**config.mk**
```make
export PLATFORM = sky130hd
export DESIGN_NAME = elevator_controller
export DESIGN_NICKNAME = d
export VERILOG_FILES = /design/src/rtl/elevator_controller.sv
export SDC_FILE = /design/constraint.sdc
export NUM_CORES = 1
export LEC_CHECK = 0
export ABC_AREA = 1
export CORE_MARGIN = 5
export CORE_UTILIZATION = 60
export DETAILED_ROUTE_END_ITERATION = 12
export GPL_TIMING_DRIVEN = 0
export HOLD_SLACK_MARGIN = 0.12
export PLACE_DENSITY = 0.91
export SYNTH_ARGS = -nofsm -noshare
export SYNTH_HDL_FRONTEND = slang
export SYNTH_SLANG_ARGS = --single-unit
```
**constraint.sdc**
```tcl
create_clock -name clk -period 3.2 [get_ports clk]
set_clock_uncertainty 0.05 [all_clocks]
set_input_delay 0.48 -clock clk [delete_from_list [all_inputs] [get_ports clk]]
set_output_delay 0.48 -clock clk [all_outputs]
set_load 0.01 [all_outputs]
```
**src/rtl/elevator_controller.sv**
```systemverilog
// Three-floor elevator car controller: serves latched call lamps, travels one
// floor per TRAVEL_CYCLES, and holds the door for DOOR_CYCLES at each stop.
module elevator_controller #(
    parameter logic [1:0] labelF1       = 2'b00,
    parameter logic [1:0] labelF2       = 2'b01,
    parameter logic [1:0] labelF3       = 2'b10,
    parameter int         TRAVEL_CYCLES = 8,
    parameter int         DOOR_CYCLES   = 4
) (
    input  logic       clk,
    input  logic       reset,
    input  logic       led1,
    input  logic       led2,
    input  logic       led3,
    output logic [1:0] floor,
    output logic       move_handler,
    output logic       dir_up,
    output logic       door_open,
    output logic       arrived
);

    localparam int MAX_CYCLES = (TRAVEL_CYCLES > DOOR_CYCLES) ? TRAVEL_CYCLES : DOOR_CYCLES;
    localparam int TW         = $clog2(MAX_CYCLES) + 1;

    localparam logic [TW-1:0] TIMER_ZERO  = {TW{1'b0}};
    localparam logic [TW-1:0] TIMER_ONE   = {{(TW-1){1'b0}}, 1'b1};
    localparam logic [TW-1:0] TRAVEL_LAST = TW'(TRAVEL_CYCLES - 1);
    localparam logic [TW-1:0] DOOR_LAST   = TW'(DOOR_CYCLES - 1);

    // Internal floor index: 0 = lowest, 2 = highest.
    localparam logic [1:0] IDX_BOT = 2'd0;
    localparam logic [1:0] IDX_TOP = 2'd2;

    typedef enum logic [1:0] {
        S_IDLE   = 2'b00,
        S_MOVING = 2'b01,
        S_DOOR   = 2'b10
    } state_e;

    function automatic logic [1:0] floor_code(input logic [1:0] idx);
        case (idx)
            2'd0:    floor_code = labelF1;
            2'd1:    floor_code = labelF2;
            2'd2:    floor_code = labelF3;
            default: floor_code = labelF1;
        endcase
    endfunction

    function automatic logic lamp_at(input logic [1:0] idx, input logic [2:0] calls);
        case (idx)
            2'd0:    lamp_at = calls[0];
            2'd1:    lamp_at = calls[1];
            2'd2:    lamp_at = calls[2];
            default: lamp_at = 1'b0;
        endcase
    endfunction

    function automatic logic calls_above(input logic [1:0] idx, input logic [2:0] calls);
        case (idx)
            2'd0:    calls_above = calls[1] | calls[2];
            2'd1:    calls_above = calls[2];
            default: calls_above = 1'b0;
        endcase
    endfunction

    function automatic logic calls_below(input logic [1:0] idx, input logic [2:0] calls);
        case (idx)
            2'd1:    calls_below = calls[0];
            2'd2:    calls_below = calls[0] | calls[1];
            default: calls_below = 1'b0;
        endcase
    endfunction

    state_e          state_q, state_d;
    logic [1:0]      idx_q, idx_d;
    logic [1:0]      floor_q;
    logic            move_q, move_d;
    logic            dir_q, dir_d;
    logic            door_q, door_d;
    logic            arrived_q, arrived_d;
    logic [TW-1:0]   timer_q, timer_d;

    logic [2:0]      calls_s;
    logic            here_s;
    logic            ahead_s;
    logic            behind_s;
    logic            at_end_s;
    logic [1:0]      step_idx_s;
    logic            step_lamp_s;
    logic            step_ahead_s;

    // Next-state and next-output logic for the car controller.
    always_comb begin
        calls_s      = {led3, led2, led1};
        here_s       = lamp_at(idx_q, calls_s);
        ahead_s      = dir_q ? calls_above(idx_q, calls_s) : calls_below(idx_q, calls_s);
        behind_s     = dir_q ? calls_below(idx_q, calls_s) : calls_above(idx_q, calls_s);
        at_end_s     = dir_q ? (idx_q == IDX_TOP) : (idx_q == IDX_BOT);
        step_idx_s   = dir_q ? (idx_q + 2'd1) : (idx_q - 2'd1);
        step_lamp_s  = lamp_at(step_idx_s, calls_s);
        step_ahead_s = dir_q ? calls_above(step_idx_s, calls_s) : calls_below(step_idx_s, calls_s);

        state_d   = state_q;
        idx_d     = idx_q;
        move_d    = move_q;
        dir_d     = dir_q;
        door_d    = door_q;
        arrived_d = 1'b0;
        timer_d   = timer_q;

        case (state_q)
            S_IDLE: begin
                if (here_s) begin
                    state_d   = S_DOOR;
                    door_d    = 1'b1;
                    arrived_d = 1'b1;
                    move_d    = 1'b0;
                    timer_d   = TIMER_ZERO;
                end else if (ahead_s) begin
                    state_d = S_MOVING;
                    move_d  = 1'b1;
                    door_d  = 1'b0;
                    timer_d = TIMER_ZERO;
                end else if (behind_s) begin
                    state_d = S_MOVING;
                    move_d  = 1'b1;
                    door_d  = 1'b0;
                    dir_d   = ~dir_q;
                    timer_d = TIMER_ZERO;
                end else begin
                    state_d = S_IDLE;
                end
            end

            // Calls are only looked at on the cycle the car reaches the next floor.
            S_MOVING: begin
                if (timer_q == TRAVEL_LAST) begin
                    timer_d = TIMER_ZERO;
                    if (at_end_s) begin
                        state_d = S_IDLE;
                        move_d  = 1'b0;
                    end else begin
                        idx_d = step_idx_s;
                        if (step_lamp_s) begin
                            state_d   = S_DOOR;
                            move_d    = 1'b0;
                            door_d    = 1'b1;
                            arrived_d = 1'b1;
                        end else if (step_ahead_s) begin
                            state_d = S_MOVING;
                        end else begin
                            state_d = S_IDLE;
                            move_d  = 1'b0;
                        end
                    end
                end else begin
                    timer_d = timer_q + TIMER_ONE;
                end
            end

            // The arrival cycle still sees the call that opened the door, so it
            // cannot restart the timer; later presses of the same floor can.
            S_DOOR: begin
                if (here_s && !arrived_q) begin
                    timer_d = TIMER_ZERO;
                end else if (timer_q == DOOR_LAST) begin
                    state_d = S_IDLE;
                    door_d  = 1'b0;
                    timer_d = TIMER_ZERO;
                end else begin
                    timer_d = timer_q + TIMER_ONE;
                end
            end

            default: begin
                state_d = S_IDLE;
                move_d  = 1'b0;
                door_d  = 1'b0;
                timer_d = TIMER_ZERO;
            end
        endcase
    end

    // State, timer and registered outputs with synchronous reset.
    always_ff @(posedge clk) begin
        if (reset) begin
            state_q   <= S_IDLE;
            idx_q     <= IDX_BOT;
            floor_q   <= labelF1;
            move_q    <= 1'b0;
            dir_q     <= 1'b1;
            door_q    <= 1'b0;
            arrived_q <= 1'b0;
            timer_q   <= TIMER_ZERO;
        end else begin
            state_q   <= state_d;
            idx_q     <= idx_d;
            floor_q   <= floor_code(idx_d);
            move_q    <= move_d;
            dir_q     <= dir_d;
            door_q    <= door_d;
            arrived_q <= arrived_d;
            timer_q   <= timer_d;
        end
    end

    assign floor        = floor_q;
    assign move_handler = move_q;
    assign dir_up       = dir_q;
    assign door_open    = door_q;
    assign arrived      = arrived_q;

endmodule

```
After elaboration in Yosys (flattened, before gate mapping)
Cells that the tools add are included.

word-level totals
  input bits = 5
  output and inout bits = 6
  register bits = 14
  logic and storage cells = 97

operators by class
  reductions and logical operators = 9
  bitwise logic cells = 6
  add/sub/neg operators = 3
  equal/unequal tests = 17
  multiplexer cells = 54

operator list
  kind                                              number
  two-way mux 1 bit                                 26
  two-way mux 4 bit                                 6
  two-way mux 2 bit                                 10
  case mux 1 bit (3 select lines)                   4
  case mux 4 bit (3 select lines)                   1
  inequality test 2 bit, second input constant      5
  case mux 1 bit (2 select lines)                   5
  == test 2 x 1 -> 1 bit, second input constant     4
  == test 2 bit, second input constant              4
  inequality test 4 bit, second input constant      2
  AND reduction 4 bit                               2
  logical NOT 2 bit                                 3
  case mux 2 bit (3 select lines)                   1
  AND reduction 6 bit                               1
  adder 4 x 1 -> 4 bit, second input constant       1
  == test 4 x 2 -> 1 bit, second input constant     1
  == test 4 x 3 -> 1 bit, second input constant     1
  NOT 1 bit                                         4
  case mux 2 bit (2 select lines)                   1
  AND reduction 3 bit                               1
  adder 2 x 1 -> 2 bit, second input constant       1
  bitwise OR 1 bit                                  2
  subtractor 2 x 1 -> 2 bit, second input constant  1
  logical AND 1 bit                                 1
  logical NOT 1 bit                                 1

Longest topological paths before layout
Gate-level depths: netlist (run 1).

  word-level depth = 10
  mapped depth = 14
  gate-level depth less buffers = 14

Worst setup path before layout (run 1)
OpenSTA, ideal clock, no wires.

  kind = register to register
  start = register idx_q[0]
  end = register state_q[0]
  cell stages (with the launch flop) = 12
  arrival = 1918 ps
  path buffers = 0
  path slack = 1168 ps
  cell sequence = dfxtp_1 > inv_1 > ha_1 > xor2_1 > inv_1 > ha_1 > a21oi_1 > nand2_1 > nand2_1 > nand3_1 > and3_2 > nor2_1

between the ends
  word-level cells in the longest chain between the ends = 10

ends and longest elaborated chain
  item                                                                      RTL line  RTL
  start, declared                                                           75        logic [1:0] idx_q, idx_d;
  start signal, assigned                                                    197       idx_q <= idx_d;
  subtractor 2 x 1 -> 2 bit / adder 2 x 1 -> 2 bit (equally long branches)  99        step_idx_s = dir_q ? (idx_q + 2'd1) : (idx_q - 2'd1);
  two-way mux 2 bit                                                         99
  == test 2 bit, or another cell as far along                               50, 67
  case mux 1 bit (2 select lines) (on tied branches)                        67, 59
  two-way mux 1 bit                                                         101       step_ahead_s = dir_q ? calls_above(step_idx_s, calls_s) : calls_below(step_idx_s, calls_s);
  two-way mux 1 bit                                                         149       end else if (step_ahead_s) begin
  two-way mux 2 bit                                                         144       if (step_lamp_s) begin
  two-way mux 2 bit                                                         139       if (at_end_s) begin
  two-way mux 2 bit                                                         137       if (timer_q == TRAVEL_LAST) begin
  case mux 2 bit (3 select lines)                                           111       case (state_q)
  end signal, assigned                                                      196       state_q <= state_d;
  end, declared                                                             74        state_e state_q, state_d;

Parallel ways exist; a longest one is shown, timed or not. The select of a mux whose other input is x is not followed.
A chain may end at the register's enable or synchronous reset.

Worst setup path after layout (run 1)
Ends and elaborated chain as after synthesis.

==> impl_results.md, run 1 <==
- Result of the run: complete, no violations
- FP Rows: 15
- Finished Core Util: 72.1%
- Buffer depth of the longest clock path: 2
- Remaining Overflow, GRT: 0
- Part of the Yosys area used for sequential elements: ~26%
- Num CTS Buffers: 3
- Proportion of power drawn by the clock network: between 10% and 20%
- Count of cells resized by post-cts repair: 0
- Starting density of the core: roughly 63%
- Number of design-rule violations left by the first detailed-router iteration: 19
- First-pass GRT wire length: 4.13 mm
- Combinational share of power: a little under half
- Average wire length per cell after detail routing: 11.4 um
- Via count: around 1,100
- Number of nets in the layout: approximately 200
- Initial antenna violation count: 0
- RSZ-0062 raised after global routing: no
- Data required time at the worst endpoint: 3380 ps
- Final Cycle Share: approximately three quarters
- Hold_ws: between 400 and 500 ps
- Clock insertion delay at the later pin of the skew report: about 280 ps
- Final setup TNS: 0 ps
- Category of the worst setup path launch point: flop
- Net switching power: around 0.00025 W
- CTS hold repair buffers: 0
- IO Pins: 11
- Port bufs: 9
- Unique cell type count in the Yosys netlist: 21
- Worst setup path category: reg2reg
- Flop pwr share: about a third
- # diodes: 0
- Layout cell share with drive strength beyond 1: 7.65%
- DRC violations left: 0
- Core Region: between 1500 and 2000 sq um
- Clock transition at path regs: about 80 ps
- Final count of hold timing violations: 0
- Post-DP HPWL: approximately 1.9 mm
- X dimension of the die: roughly 53 um
- Finished Cell Area: roughly 1200 sq um
- Maximum number of pins on one net before global-route repair: 10
- Data arrival, critical path: 2560 ps
- Gate count after technology mapping: 170
- Area growth from synthesis to final layout: 14.5%
- Most common library cell in the layout ignoring fill and taps: nand2_1
- Number of instances on the worst hold path: 2
- Total iterations of the first detailed-routing run: 4
- Pwr Density: a little over 500 nW/um^2
- Final setup vio count: 0
- Dpl cell area: around 1200 sq um
- Number of levels the H-tree was split into: 1
- Highest achievable clock rate: between 0.4 and 0.5 GHz
- Fin. max-slew vios: 0
- Leakage power: roughly 0.6 nW
- Global Route Usage Sum: about a fifth
- Internal Power: 0.000397 W
- Commonest cells after routing, fill and taps aside: 42 x nand2_1, 28 x inv_1, 20 x nor2_1
- Number of storage elements in the synthesis netlist: 14
- CTS tree: built
- Minimum period implied by the final worst setup slack: about 2400 ps
- Routed Antenna Nets: 0
- Root Buffer: clkbuf_4
- Slew headroom: 74.2%
- Per-instance average area after synthesis: between 6 and 7 sq um
- Last weighted congestion value of the routability-driven placer: 0.871
- Worst min-delay path category: reg2reg
- Drt total wl: 2.37 mm
- Peak fanout along the critical path: 5
- Actual transition at the worst max-transition pin: roughly 390 ps
- Setup bufs post-CTS: 0
- Die boundary height: around 53 um
- Floorplan die area: around 2800 sq um
- Endpoint class of the critical path: flop
- Cells on worst reg2reg path: 11
- Netlist area before placement: about 1100 sq um
- Mean number of vias per cell: a little over 5
- Number of sinks on the clock net: 14
- Worst vdd rail ir drop: around 460 uV
- Synth Net Count: approximately 190
- Via count of the first global-routing pass: slightly above 1,000
- Count of yosys warnings during synthesis: 0
- Number of maximum-capacitance constraint violations: 0
- Proportion of total power due to net switching: 38.6%
cells in the mapped netlist:
library cell	instances	area (sq um)
nand2_4	1	11.3
and3_2	1	7.51
nand2_1	42	158
nand3b_1	1	7.51
o21ai_0	11	55.1
ha_1	12	150
or2_4	1	8.76
nor2_1	20	75.1
a21oi_1	11	55.1
nor2_4	2	22.5
nand3_2	2	20.0
buf_1	1	3.75
nand2_2	2	12.5
nor2_2	1	6.26
a21o_1	1	7.51
inv_1	28	105
nand3_1	15	75.1
dfxtp_1	14	280
xor2_1	2	17.5
clkbuf_1	1	3.75
nor3_1	1	5.00
layout make-up:
type / instances / area, sq um
Buffer: 2 / 7.51
Sequential cell: 14 / 280
Tap cell: 25 / 31.3
Fill cell: 143 / 482
Multi-Input combinational cell: 126 / 694
Timing Repair Buffer: 9 / 90.1
Inverter: 28 / 105
Clock buffer: 4 / 36.3
per-layer routing:
layer | GRT usage (%) | vias up | wire [um]
li1 | - | 561 | -
met1 | 22.4 | 467 | 1070
met2 | 37.4 | 24 | 1160
met3 | 6.27 | 4 | 122
met4 | 4.26 | 0 | 20
met5 | 0 | - | 0
state kept, by name, summed over array words and instances, names as in the netlist:
register      flops
door_open         1
move_handler      1
floor             2
arrived           1
timer_q           4
state_q           2
idx_q             2
dir_up            1
final timing paths:
kind / slack (ps) / from / to
worst min register to register: 430 / move_handler$_SDFFE_PP0P_ / move_handler$_SDFFE_PP0P_
worst max register to register: 820 / idx_q[0]$_SDFF_PP0_ / state_q[0]$_SDFFE_PP0P_
worst max-delay path: 820 / idx_q[0]$_SDFF_PP0_ / state_q[0]$_SDFFE_PP0P_
worst min-delay path: 430 / move_handler$_SDFFE_PP0P_ / move_handler$_SDFFE_PP0P_
cell families (layout without fill, tap and decap cells):
family          after synthesis  after routing  share of synthesized area, %
compound gates               23             23                          10.8
xor+xnor                      2              2                          1.61
fa+ha+maj                    12             12                          13.8
buf+inv                      30             43                          10.4
flops                        14             14                          25.8
simple gates                 89             89                          37.6
metrics by stage:
| step | worst slack, ps | power (W) | std cells |
|---|---|---|---|
| finish | 816 | 0.000646 | 208 |
| global route | 536 | 0.000699 | 208 |
| CTS | 814 | 0.000648 | 208 |
| detailed placement | 848 | 0.000517 | 204 |
| global placement | 957 | 0.000507 | 204 |
| floorplan | 1170 | 0.000443 | 170 |
power by group through the flow:
stage | Combinational (W) | Sequential, W | Clock, W
after floorplan | 0.000219 | 0.000224 | 0
after global placement | 0.000286 | 0.000221 | 0
after detailed placement | 0.000295 | 0.000222 | 0
after CTS | 0.000299 | 0.000218 | 0.000131
after global routing | 0.000339 | 0.000221 | 0.000139
final | 0.000301 | 0.000219 | 0.000126
critical path, cell delays in order (launching register included):
cell and delay, ps:
dfxtp_1 410, inv_1 120, ha_1 370, xor2_1 320
inv_1 110, ha_1 300, a21oi_1 110, nand2_1 70
nand2_1 60, nand3_1 140, and3_2 210, nor2_1 80
No activity file was read; power rests on OpenSTA's default activity.
==> run 2, diff against run 1 <==
--- a/config.mk
+++ b/config.mk
@@ -7,11 +7,11 @@
 export LEC_CHECK = 0
 export ABC_AREA = 1
 export CORE_MARGIN = 5
-export CORE_UTILIZATION = 60
+export CORE_UTILIZATION = 50
 export DETAILED_ROUTE_END_ITERATION = 12
 export GPL_TIMING_DRIVEN = 0
 export HOLD_SLACK_MARGIN = 0.12
-export PLACE_DENSITY = 0.91
+export PLACE_DENSITY = 0.82
 export SYNTH_ARGS = -nofsm -noshare
 export SYNTH_HDL_FRONTEND = slang
 export SYNTH_SLANG_ARGS = --single-unit
==> constraint.sdc (replaced) <==
create_clock -name clk -period 2 [get_ports clk]
set_clock_uncertainty 0.05 [all_clocks]
set_input_delay 0.3 -clock clk [delete_from_list [all_inputs] [get_ports clk]]
set_output_delay 0.3 -clock clk [all_outputs]
set_load 0.01 [all_outputs]
==> impl_results.md, run 2 (synthesis gave the netlist of run 1 again) <==
- Result of the run: complete, no violations
- Global Route Usage Sum: 17.6% (-2.6 points)
- Slew headroom: 73.1% (-1.1 points)
- Port bufs: 9 (unchanged)
- Post-route non-filler standard cell count: 217 (+4.3%)
- # diodes: 0 (unchanged)
- Initial antenna violation count: 0 (unchanged)
- Max reg flops: 4 (unchanged)
- Most flops, register: timer_q
- Routed Antenna Nets: 0 (unchanged)
- Core Region: 2020 sq um (+17%)
- CTS hold repair buffers: 0 (unchanged)
- Clock insertion delay at the later pin of the skew report: 290 ps (about the same)
- DRC violations left: 0 (unchanged)
- Dpl cell area: 1220 sq um (+0.83%)
- Finished Core Util: 69.1% (-3.0 points)
- Final setup TNS: 0 ps (unchanged)
- Reg-to-Reg End: door_open$_SDFFE_PP0P_
- Number of levels the H-tree was split into: 1 (unchanged)
- Final count of hold timing violations: 0 (unchanged)
- Floorplan die area: 3210 sq um (+16%)
- Worst min-delay path category: in2reg
- First-pass GRT wire length: 4.53 mm (+9.7%)
- CTS tree: built
- Pwr Density: 771 nW/um^2 (+49%)
- Worst hold endpoint: floor[1]$_SDFF_PP0_
- Starting density of the core: 53.8% (-9.2 points)
- Layout cell share with drive strength beyond 1: 19.5% (+12 points)
- Fill cell count: 167 (+17%)
- Finished Cell Area: 1400 sq um (+12%)
- Number of sinks on the clock net: 14 (unchanged)
- Data required time at the worst endpoint: 2150 ps (-1230 ps)
- FP Rows: 16 (+1)
- Worst reg-to-reg setup slack: 70 ps (-740 ps)
- Commonest cells after routing, fill and taps aside: 40 x nand2_1, 25 x inv_1, 20 x nor2_1
- Die boundary height: 56.6 um (+7.7%)
- X dimension of the die: 56.6 um (+7.7%)
- Total iterations of the first detailed-routing run: 4 (unchanged)
- Num CTS Buffers: 3 (unchanged)
- Remaining Overflow, GRT: 0 (unchanged)
- Cells on worst reg2reg path: 13 (+2)
- Worst setup path category: reg2reg
- Buffer depth of the longest clock path: 2 (unchanged)
- Via count of the first global-routing pass: 1,032 (+1.9%)
- Root Buffer: clkbuf_4
- Endpoint class of the critical path: flop
- Highest achievable clock rate: 0.519 GHz (+24%)
- Area growth from synthesis to final layout: 28.4%
- Number of placed instances with taps included: 206 (+0.98%)
- Most common library cell in the layout ignoring fill and taps: nand2_1
- Number of instances on the worst hold path: 2 (unchanged)
- Fin. max-slew vios: 0 (unchanged)
- Hold path startpoint: reset
- Peak fanout along the critical path: 4 (-1)
- Worst vdd rail ir drop: 695 uV (+50%)
- Average wire length per cell after detail routing: 13.0 um (+14%)
- Post-DP HPWL: 1.95 mm (+1.5%)
- Final setup vio count: 0 (unchanged)
- Number of nets in the layout: 208 (+3.5%)
- Leakage power: 0.646 nW (+7.6%)
- RSZ-0062 raised after global routing: yes
- Number of design-rule violations left by the first detailed-router iteration: 44 (+25)
- Mean number of vias per cell: 5.16 (+1.7%)
- Category of the worst setup path launch point: flop
- Worst r2r src: idx_q[0]$_SDFF_PP0_
- Actual transition at the worst max-transition pin: 403 ps (+16.9 ps)
- Minimum period implied by the final worst setup slack: 1930 ps (-457 ps)
- Data arrival, critical path: 2080 ps (-480 ps)
- IO Pins: 11 (unchanged)
- Via count: 1,120 (+6.1%)
- Maximum number of pins on one net before global-route repair: 10 (unchanged)
- Clock transition at path regs: 100 ps (+20 ps)
- Number of maximum-capacitance constraint violations: 0 (unchanged)
- Last weighted congestion value of the routability-driven placer: 0.855 (-1.8%)
- Final Cycle Share: 96.3% (+22 points)
- Drt total wl: 2.82 mm (+19%)
## run 2: cell types whose count changed in the layout (fill, tap and decap cells not counted), sizes merged
cell  change
buf       +7
## run 2: worst max-delay path by stage
stage          cells past startpoint  slack, ps                start                 endpoint
5_1_grt                           13       -110  idx_q[1]$_SDFF_PP0_   door_open$_SDFFE_PP0P_
3_5_place_dp                      13       -270  idx_q[0]$_SDFF_PP0_   door_open$_SDFFE_PP0P_
6_report                          13         70  idx_q[0]$_SDFF_PP0_   door_open$_SDFFE_PP0P_
3_3_place_gp                      12       -180  idx_q[0]$_SDFF_PP0_   door_open$_SDFFE_PP0P_
2_1_floorplan                     11         20  idx_q[0]$_SDFF_PP0_  state_q[0]$_SDFFE_PP0P_
4_1_cts                           11         20  idx_q[0]$_SDFF_PP0_  state_q[0]$_SDFFE_PP0P_
## run 2: layer usage
| metal | vias up | wire length, um | share of wire [%] | global-route usage, % |
|---|---|---|---|---|
| met3 | 10 | 191 | 6.8 | 4.59 |
| met5 | - | 0 | 0 | 0 |
| li1 | 570 | - | - | - |
| met1 | 493 | 1170 | 41 | 21.1 |
| met2 | 47 | 1410 | 50 | 31.0 |
| met4 | 0 | 51 | 1.8 | 4.07 |
## run 2: stage by stage
stage               hold WS (ps)  setup slack, ps  total power (W)
CTS                          314             15.4          0.00105
detailed placement           417             -271         0.000832
floorplan                    411             19.0         0.000708
finish                       329             73.3          0.00108
global route                 359             -106          0.00117
global placement             400             -184         0.000812
## run 2: worst max-delay path, stage by stage, from the launching register on
cell,delay [ps]
dfxtp_2,360
inv_4,40
ha_4,280
xor2_4,230
ha_1,240
nand2_1,80
nand3_2,110
nand2_4,70
nand2_1,60
nand2_1,50
nor2_1,100
nand3_1,70
nand2_1,60
nor2_1,50
## run 2: power breakdown
part           switching, W  internal (W)
sequential        0.0000309      0.000321
clock              0.000101      0.000111
combinational      0.000293      0.000219
## run 2: area by class of cell
| class | count | area [sq um] | area share [%] |
|---|---|---|---|
| clock buffers | 4 | 36.3 | 2.60 |
| inverters | 28 | 108 | 7.71 |
| plain buffers | 2 | 7.51 | 0.538 |
| multi-input cells | 126 | 786 | 56.3 |
| repair buffers | 16 | 143 | 10.2 |
| well taps | 27 | 33.8 | 2.42 |
| flip-flops and latches | 14 | 283 | 20.3 |
## run 2: timing repair
action                     in CTS  in global routing
setup endpoints to repair       4                  4
pin swaps                       1                  8
gates cloned                    0                  0
resized for setup               7                 15
setup buffers                   3                  4
